## config.mk

```make
export PLATFORM = sky130hd
export DESIGN_NAME = spike_rate_encoder
export DESIGN_NICKNAME = d
export VERILOG_FILES = /design/src/rtl/spike_rate_encoder.sv
export SDC_FILE = /design/constraint.sdc
export NUM_CORES = 1
export LEC_CHECK = 0
export ABC_AREA = 1
export CAP_MARGIN = 30
export CORE_ASPECT_RATIO = 0.75
export CORE_MARGIN = 1.5
export CORE_UTILIZATION = 30
export CTS_BUF_LIST = sky130_fd_sc_hd__clkbuf_16
export DETAILED_ROUTE_END_ITERATION = 12
export GPL_TIMING_DRIVEN = 0
export PLACE_DENSITY = 0.58
export SLEW_MARGIN = 20
export SYNTH_ARGS = -nofsm -noshare
export SYNTH_HDL_FRONTEND = slang
export SYNTH_SLANG_ARGS = --single-unit
```

## constraint.sdc

```tcl
create_clock -name clk -period 1.6 [get_ports clk]
set_clock_uncertainty 0.15 [all_clocks]
set_input_delay 0.32 -clock clk [delete_from_list [all_inputs] [get_ports clk]]
set_output_delay 0.32 -clock clk [all_outputs]
set_load 0.05 [all_outputs]
```

## src/rtl/spike_rate_encoder.sv

```systemverilog
// spike_rate_encoder
// Rate-codes a frame of pixel intensities into per-timestep spike trains, one
// channel per downstream leaky-integrate-fire neuron. A frame is taken over a
// valid/ready handshake, after which every step_en tick produces one spike
// decision per channel until WIN_LEN ticks have been consumed.
//
// Ports:
//   clk          in   single clock, rising edge
//   reset        in   synchronous, active-high reset
//   pixel_data   in   N_CH*PIX_W intensities, channel i at [i*PIX_W +: PIX_W]
//   pixel_mode   in   0 = stochastic (LFSR compare), 1 = deterministic (accumulator)
//   pixel_valid  in   frame offered
//   pixel_ready  out  frame can be accepted (IDLE and not in reset)
//   step_en      in   timestep tick
//   abort        in   terminate the current window
//   spike_out    out  per-channel spike, one-cycle pulse after the tick
//   busy         out  window in progress
//   window_done  out  one-cycle pulse alongside the last timestep's spikes
module spike_rate_encoder #(
  parameter int          N_CH    = 4,
  parameter int          PIX_W   = 8,
  parameter int          WIN_LEN = 100,
  parameter logic [15:0] SEED    = 16'hACE1
) (
  input  logic                    clk,
  input  logic                    reset,
  input  logic [N_CH*PIX_W-1:0]   pixel_data,
  input  logic                    pixel_mode,
  input  logic                    pixel_valid,
  output logic                    pixel_ready,
  input  logic                    step_en,
  input  logic                    abort,
  output logic [N_CH-1:0]         spike_out,
  output logic                    busy,
  output logic                    window_done
);

  localparam int             CNT_W = $clog2(WIN_LEN + 1);
  localparam logic [CNT_W-1:0] LAST_STEP = CNT_W'(WIN_LEN - 1);

  typedef enum logic {IDLE, RUN} state_t;

  state_t           r_state;
  logic             r_mode;
  logic [CNT_W-1:0] r_step_cnt;
  logic [N_CH-1:0]  r_spike;
  logic             r_done;

  logic             w_accept;
  logic             w_step;
  logic             w_last;
  logic [N_CH-1:0]  w_spike;

  // abort outranks step_en: a coincident tick is neither counted nor spiked.
  assign w_accept = (r_state == IDLE) && pixel_valid;
  assign w_step   = (r_state == RUN) && step_en && !abort;
  assign w_last   = (r_step_cnt == LAST_STEP);

  // Gated by reset so a frame cannot be offered a ready while reset is held.
  assign pixel_ready = (r_state == IDLE) && !reset;
  assign busy        = (r_state == RUN);
  assign spike_out   = r_spike;
  assign window_done = r_done;

  genvar gi;
  generate
    for (gi = 0; gi < N_CH; gi++) begin : g_ch
      // An all-zero seed would lock the LFSR, so fall back to the default.
      localparam logic [15:0] SEED_RAW = SEED ^ 16'(gi);
      localparam logic [15:0] SEED_CH  = (SEED_RAW == 16'h0000) ? 16'hACE1 : SEED_RAW;

      logic [PIX_W-1:0] r_pix;
      logic [PIX_W-1:0] r_acc;
      logic [15:0]      r_lfsr;
      logic [PIX_W:0]   w_sum;
      logic             w_fb;
      logic             w_rnd_hit;

      // x^16 + x^14 + x^13 + x^11 + 1, shifting left with feedback into bit 0.
      assign w_fb      = r_lfsr[15] ^ r_lfsr[13] ^ r_lfsr[12] ^ r_lfsr[10];
      assign w_sum     = {1'b0, r_acc} + {1'b0, r_pix};
      assign w_rnd_hit = (r_lfsr[PIX_W-1:0] < r_pix);
      // Deterministic mode spikes on accumulator overflow.
      assign w_spike[gi] = r_mode ? w_sum[PIX_W] : w_rnd_hit;

      always_ff @(posedge clk) begin
        if (reset) begin
          r_pix  <= '0;
          r_acc  <= '0;
          r_lfsr <= SEED_CH;
        end else if (w_accept) begin
          r_pix  <= pixel_data[gi*PIX_W +: PIX_W];
          r_acc  <= '0;
          r_lfsr <= SEED_CH;
        end else if (w_step) begin
          // The LFSR advances in both modes so its phase tracks the step count.
          r_lfsr <= {r_lfsr[14:0], w_fb};
          if (r_mode) begin
            r_acc <= w_sum[PIX_W-1:0];
          end
        end
      end
    end
  endgenerate

  always_ff @(posedge clk) begin
    if (reset) begin
      r_state    <= IDLE;
      r_mode     <= 1'b0;
      r_step_cnt <= '0;
      r_spike    <= '0;
      r_done     <= 1'b0;
    end else begin
      r_spike <= w_step ? w_spike : '0;
      r_done  <= w_step && w_last;
      case (r_state)
        IDLE: begin
          if (pixel_valid) begin
            r_mode     <= pixel_mode;
            r_step_cnt <= '0;
            r_state    <= RUN;
          end
        end
        RUN: begin
          if (abort) begin
            r_state <= IDLE;
          end else if (step_en) begin
            if (w_last) begin
              r_step_cnt <= '0;
              r_state    <= IDLE;
            end else begin
              r_step_cnt <= r_step_cnt + 1'b1;
            end
          end
        end
        default: r_state <= IDLE;
      endcase
    end
  end

endmodule

```

==> results.yml, run 1 <==
floorplanning:
  die_w_microns: 184
  coreArea_sq_um: 24000
  initial_core_util_pct: 30.6
  pin_count: 45
  die_area_sq_um: 25500
  num_rows: 49
  dieHeight_microns: 139
clock_network:
  tritoncts: "yes"
  root_buffer: "clkbuf_16"
  cts_inserted_buffers: 17
  clockBufferDepth: 2
  clock_latency_ps: 420
  htreeDepth: 4
  cts_sinks: 142
  cts.clk_slew.worst_paths_ps: 60
synth:
  yosys_warnings: 0
  ys_ff_latch: 142
  synth_cells: 1022
  post_synth.cell_area_avg_sq_um: 7.21
  synth_most_common_cell: "nand2_1"
  synth_common_cells: "nand2_1 (230), dfxtp_1 (142), inv_1 (131), nor2_1 (109), o21ai_0 (96)"
  netlist_area_sq_um: 7370
  synth-edff-count: 0
  synthFlopType: "dfxtp_1"
  synth_top_area_share_pct: 38.6
  ys_seq_area_share_pct: 38.6
  yosys-top-cells-area: "dfxtp_1 (39%), nand2_1 (12%), ha_1 (10%)"
  syn_nets: 1125
  ys_types: 29
  yosysTopAreaCell: "dfxtp_1"
  async_flop_share_pct: 0
sta:
  setup_ws_ps: -123
  fin_setup_tns_ps: -964
  timing.hold.ws_ps: 87.1
  drv_slew: 0
  grt_setup_unrepaired: "true"
  tightest_slew_ps: 456
  maxSlewHeadroom_pct: 69.6
  hold_viol_final: 0
  setup_violations: 16
  clock.fmax_mhz: 580
  period_share_pct: 108
  post-route-min-period_ps: 1720
grt:
  antenna_found_initial: 0
  grt_max_degree: 17
  grt_pass1_vias: 6023
  grt_pass1_wl_microns: 32100
  grt_usage_pct: 16.4
  grt_overflow: 0
critical_path:
  cp_data_required_time_ps: 1770
  worstSetupEndpointType: "register"
  cp-start-kind: "register"
  arrival_ps: 1890
  crit_fanout: 3
  worstSetupPathType: "register to register"
finish:
  syn_to_final_growth_pct: 29.4
  fillers: 2464
  diodes: 0
  final_nets: 1210
  drive_above_1_share_pct: 17.2
power:
  p_per_area_nw_per_um2: 975
  ir_drop_v: 0.000770
  p_leak_nw: 4.28
  totalPowerFinal_mw: 9.29
detailed_routing:
  drc_errors: 0
  vias: 6709
  wl_per_cell_microns: 14.4
  dr.first_iter.drc_count: 446
  drt-pass1-iter-count: 6
  wl_microns: 20900
  post_drt_via_cell_ratio: 4.62
  postRouteAntennaNets: 0
outcome:
  violations: "setup timing"
  status: "finished, violations left"
placement:
  place_congestion: 0.811
  post-dp-hpwl_microns: 14700
  place.port_buffers: 44
min_path:
  hp-class: "input port to register"
run:
  maxCapViolCount: 0
[power by group]
group	switching [mW]	internal, mW
Combinational	0.620	0.440
Clock	1.68	2.80
Sequential	0.110	3.65
Total	2.41	6.89
[state kept, by name, summed over array words and instances, names as in the netlist]
register and cells:
busy 1, g_ch.r_acc 32, g_ch.r_lfsr 64, g_ch.r_pix 32, r_mode 1, r_step_cnt 7, spike_out 4, window_done 1
[final timing paths]
path,cells after the start,from,slack [ps],end
max,9,g_ch[3].r_pix[0],-120,g_ch[3].r_acc[6]
max reg2reg,9,g_ch[3].r_pix[0],-120,g_ch[3].r_acc[6]
min reg2reg,2,g_ch[2].r_lfsr[14],310,g_ch[2].r_lfsr[15]
min,2,reset,90,busy
[worst max-delay path: stages (launching register included)]
cell,delay [ps]
dfxtp_4,390
ha_4,160
inv_2,40
fa_2,370
o21ai_2,160
nand3_2,100
nand3_2,70
nand2_2,60
nor2_2,100
nor2_1,40
[final cells by class]
| type | instances | area, sq um | area share [%] |
|---|---|---|---|
| Multi-Input combinational cell | 705 | 4170 | 43.7 |
| Tap cell | 331 | 414 | 4.34 |
| Timing Repair Buffer | 65 | 604 | 6.34 |
| Clock inverter | 15 | 234 | 2.45 |
| Clock buffer | 17 | 425 | 4.46 |
| Inverter | 137 | 522 | 5.47 |
| Sequential cell | 142 | 2880 | 30.2 |
| Buffer | 39 | 289 | 3.03 |
[routing by layer]
metal | track usage [%] | routed length, microns | vias to the layer above
li1 | - | - | 3457
met1 | 24.8 | 11000 | 3054
met2 | 22.7 | 8290 | 173
met3 | 3.73 | 1300 | 25
met4 | 5.00 | 276 | 0
met5 | 0 | 0 | -
[cells in the final DEF, fill, tap and decap left out, types with 12 or more instances in the layout]
master,Yosys,layout
a21oi_1,75,68
buf_4,6,27
clkbuf_16,0,18
clkdlybuf4s50_1,0,36
dfxtp_1,142,128
ha_1,61,44
ha_4,0,15
inv_1,131,122
inv_2,5,12
nand2_1,230,219
nand2_2,1,12
nand3_1,66,54
nor2_1,109,106
o21a_1,15,15
o21ai_0,96,87
xnor2_1,14,14
[through the flow]
stage / util [%] / area (sq um) / cells / setup WS (ps)
after floorplan: - / 7430 / 1022 / -3.70
after global placement: 34.5 / 8280 / 1397 / -730
after detailed placement: 34.5 / 8280 / 1397 / -711
after CTS: 38.1 / 9160 / 1442 / -114
after global routing: 39.7 / 9530 / 1451 / -216
final: 39.7 / 9530 / 1451 / -123
[repair_timing]
action,in CTS,in global routing
gates resized for setup,75,82
pin swaps,24,22
buffers inserted,13,7
endpoints found under the setup margin,95,86
cloned,0,2
hold buffers,0,0
[cells by family after synthesis]
| group | share of synthesized area [%] |
|---|---|
| and+or+nand+nor | 23.5 |
| AOI/OAI and AO/OA | 14.2 |
| buffers and inverters | 9.80 |
| DFF | 38.6 |
| adders and majority gates | 11.4 |
| xor gates and xnor gates | 2.50 |
Power figures use the tool's default switching activity.
==> run 2: changes to the inputs <==
--- a/config.mk
+++ b/config.mk
@@ -5,7 +5,7 @@
 export SDC_FILE = /design/constraint.sdc
 export NUM_CORES = 1
 export LEC_CHECK = 0
-export ABC_AREA = 1
+export ABC_AREA = 0
 export CAP_MARGIN = 30
 export CORE_ASPECT_RATIO = 0.75
 export CORE_MARGIN = 1.5
@@ -14,6 +14,7 @@
 export DETAILED_ROUTE_END_ITERATION = 12
 export GPL_TIMING_DRIVEN = 0
 export PLACE_DENSITY = 0.58
+export SETUP_SLACK_MARGIN = 0.02
 export SLEW_MARGIN = 20
 export SYNTH_ARGS = -nofsm -noshare
 export SYNTH_HDL_FRONTEND = slang
==> run 2 against run 1 <==
The run still ends with setup timing left. Synthesized cell count fell by 14%. Non-clock buffer count rose by 40. Design area rose by 6.5%. Critical path depth fell by 1. Global-route usage rose by 2.0 points. Sequential power fell by 1%. Register-to-register slack got worse by 350 ps.
==> results.yml, run 2 <==
clock_network:
  tritoncts: "yes"
  cts_inserted_buffers: 17
  cts_sinks: 142
  htreeDepth: 4
  cts.clk_slew.worst_paths_ps: 60
  clock_latency_ps: 430
  root_buffer: "clkbuf_16"
  clockBufferDepth: 2
sta:
  clock.fmax_mhz: 483
  post-route-min-period_ps: 2070
  hold_viol_final: 0
  maxSlewHeadroom_pct: 71.5
  setup_violations: 25
  timing.hold.ws_ps: 181
  tightest_slew_ps: 423
  grt_setup_unrepaired: "true"
  period_share_pct: 129
  setup_ws_ps: -469
  fin_setup_tns_ps: -4350
  drv_slew: 0
critical_path:
  cp_data_required_time_ps: 1740
  worstReg2RegEnd: "spike_out[3]"
  cp-start-kind: "register"
  crit_top_cell: "o31a_1"
  cp_cell_sequence: "ha_4 > inv_2 > fa_2 > nor2b_4 > o31a_1 > o31a_1 > o31ai_2 > o41ai_2"
  r2r_cells: 8
  cp-endpoint: "spike_out[3]"
  arrival_ps: 2210
  rr_startpoint: "g_ch[3].r_acc[0]"
  worstSetupEndpointType: "register"
  worstSetupPathType: "register to register"
  critPathLaunch: "g_ch[3].r_acc[0]"
  cp_slowest_cell: "dfxtp_2"
  crit_fanout: 2
  reg2reg_slack_ps: -470
  cpPeakStageDelay_ps: 330
detailed_routing:
  dr.first_iter.drc_count: 438
  post_drt_via_cell_ratio: 5.08
  drc_errors: 0
  wl_microns: 22400
  postRouteAntennaNets: 0
  wl_per_cell_microns: 17.2
  vias: 6630
  drt-pass1-iter-count: 7
synth:
  synth_top_area_share_pct: 40.3
  synth-edff-count: 0
  ys_ff_latch: 142
  netlist_area_sq_um: 7050
  post_synth.cell_area_avg_sq_um: 8.07
  ys_seq_area_share_pct: 40.3
  synth_cells: 874
  ys_types: 43
  async_flop_share_pct: 0
  synth_most_common_cell: "nand2_1"
  yosys-top-cells-area: "dfxtp_1 (40%), nand2_1 (12%), ha_1 (11%)"
  yosysTopAreaCell: "dfxtp_1"
  syn_nets: 977
  synthFlopType: "dfxtp_1"
  synth_common_cells: "nand2_1 (220), dfxtp_1 (142), a21oi_1 (98), ha_1 (61), nand3_1 (50)"
  yosys_warnings: 0
power:
  p_per_area_nw_per_um2: 864
  p_leak_nw: 3.94
  ir_drop_v: 0.000791
finish:
  diodes: 0
  final-seq-area_sq_um: 2900
  syn_to_final_growth_pct: 44.0
  final_cell_mix: "nand2_1 (203), dfxtp_1 (116), a21oi_1 (75), nand3_1 (48)"
  final_common_cell: "nand2_1"
  drive_above_1_share_pct: 29.4
  final_util_pct: 44.0
  largest_reg_flops: 64
  final_nets: 1094
  reg.largest.list: "g_ch.r_lfsr x64, g_ch.r_acc x32, g_ch.r_pix x32"
  top_register: "g_ch.r_lfsr"
  stdcell_count: 1304
  multi_input_area_sq_um: 4630
  fillers: 2262
grt:
  antenna_found_initial: 0
  grt_max_degree: 17
  grt_usage_pct: 18.4
  grt_pass1_wl_microns: 34200
  grt_overflow: 0
  grt_pass1_vias: 6167
floorplanning:
  die_area_sq_um: 24400
  coreArea_sq_um: 23100
  dieHeight_microns: 136
  initial_core_util_pct: 30.6
  pin_count: 45
  num_rows: 48
  die_w_microns: 180
placement:
  post-dp-hpwl_microns: 13900
  dp_cells: 1218
  place.port_buffers: 44
  place_congestion: 0.848
  pre_cts_ws_ps: -1130
min_path:
  hp-class: "input port to register"
outcome:
  violations: "setup timing"
  status: "finished, violations left"
run:
  maxCapViolCount: 0
[run 2: area by class of cell]
type | count | share of cell area, %
multi-input cells | 648 | 45.6
flip-flops and latches | 142 | 28.5
repair buffers | 105 | 10.5
plain buffers | 39 | 4.56
clock buffers | 17 | 4.19
well taps | 300 | 3.70
clock inverters | 15 | 1.53
inverters | 38 | 1.45
[run 2: stage by stage]
stage,cell area [sq um],power (mW)
after floorplan,7210,4.23
after global placement,8020,4.52
after detailed placement,8020,4.53
after CTS,9730,8.74
after global routing,10200,9.09
final,10200,8.77
[run 2: what timing repair did]
item                                    4_1_cts  5_1_grt
resized for setup                           193      165
hold buffers                                  0        0
endpoints found under the setup margin      145      141
pin swaps                                    45       68
gates cloned                                  7        0
buffers inserted                             36       24
[run 2: power breakdown]
part / internal [mW] / total [mW] / switching, mW
sequential: 3.62 / 3.71 / 0.0907
clock: 2.42 / 4.01 / 1.59
combinational: 0.510 / 1.06 / 0.546
[run 2: logic make-up after synthesis]
family                   after synthesis  share of synthesized area [%]
adder cells (fa/ha/maj)               65                           12.0
buffers and inverters                 84                           5.02
flip-flops                           142                           40.3
XOR/XNOR                              17                           2.11
AO/OA/AOI/OAI                        184                           16.9
AND/OR/NAND/NOR                      378                           23.1
multiplexers                           4                          0.568
[run 2: worst min-delay path by stage]
| stage | startpoint | to | slack, ps | cells past startpoint |
|---|---|---|---|---|
| floorplan | g_ch[0].r_lfsr[8] | g_ch[0].r_lfsr[9] | 280 | 2 |
| global placement | g_ch[1].r_lfsr[11] | g_ch[1].r_lfsr[12] | 290 | 2 |
| detailed placement | g_ch[3].r_lfsr[9] | g_ch[3].r_lfsr[9] | 300 | 2 |
| CTS | abort | busy | 170 | 4 |
| global route | abort | busy | 210 | 4 |
| finish | abort | busy | 180 | 4 |
[run 2: metal layers]
metal | vias up | track usage, % | part of all wire (%)
met5 | - | 0 | 0
met4 | 0 | 6.02 | 1.7
met3 | 32 | 3.68 | 6.1
met2 | 193 | 26.7 | 42
met1 | 3169 | 26.9 | 50
li1 | 3236 | - | -
[run 2: critical path, delay by kind of cell (launching register included)]
kind	cells	cell delay, ps
AO/OA/AOI/OAI	4	970
adder cells (fa/ha/maj)	2	380
flip-flops	1	330
buffers and inverters	1	50
AND/OR/NAND/NOR	1	50
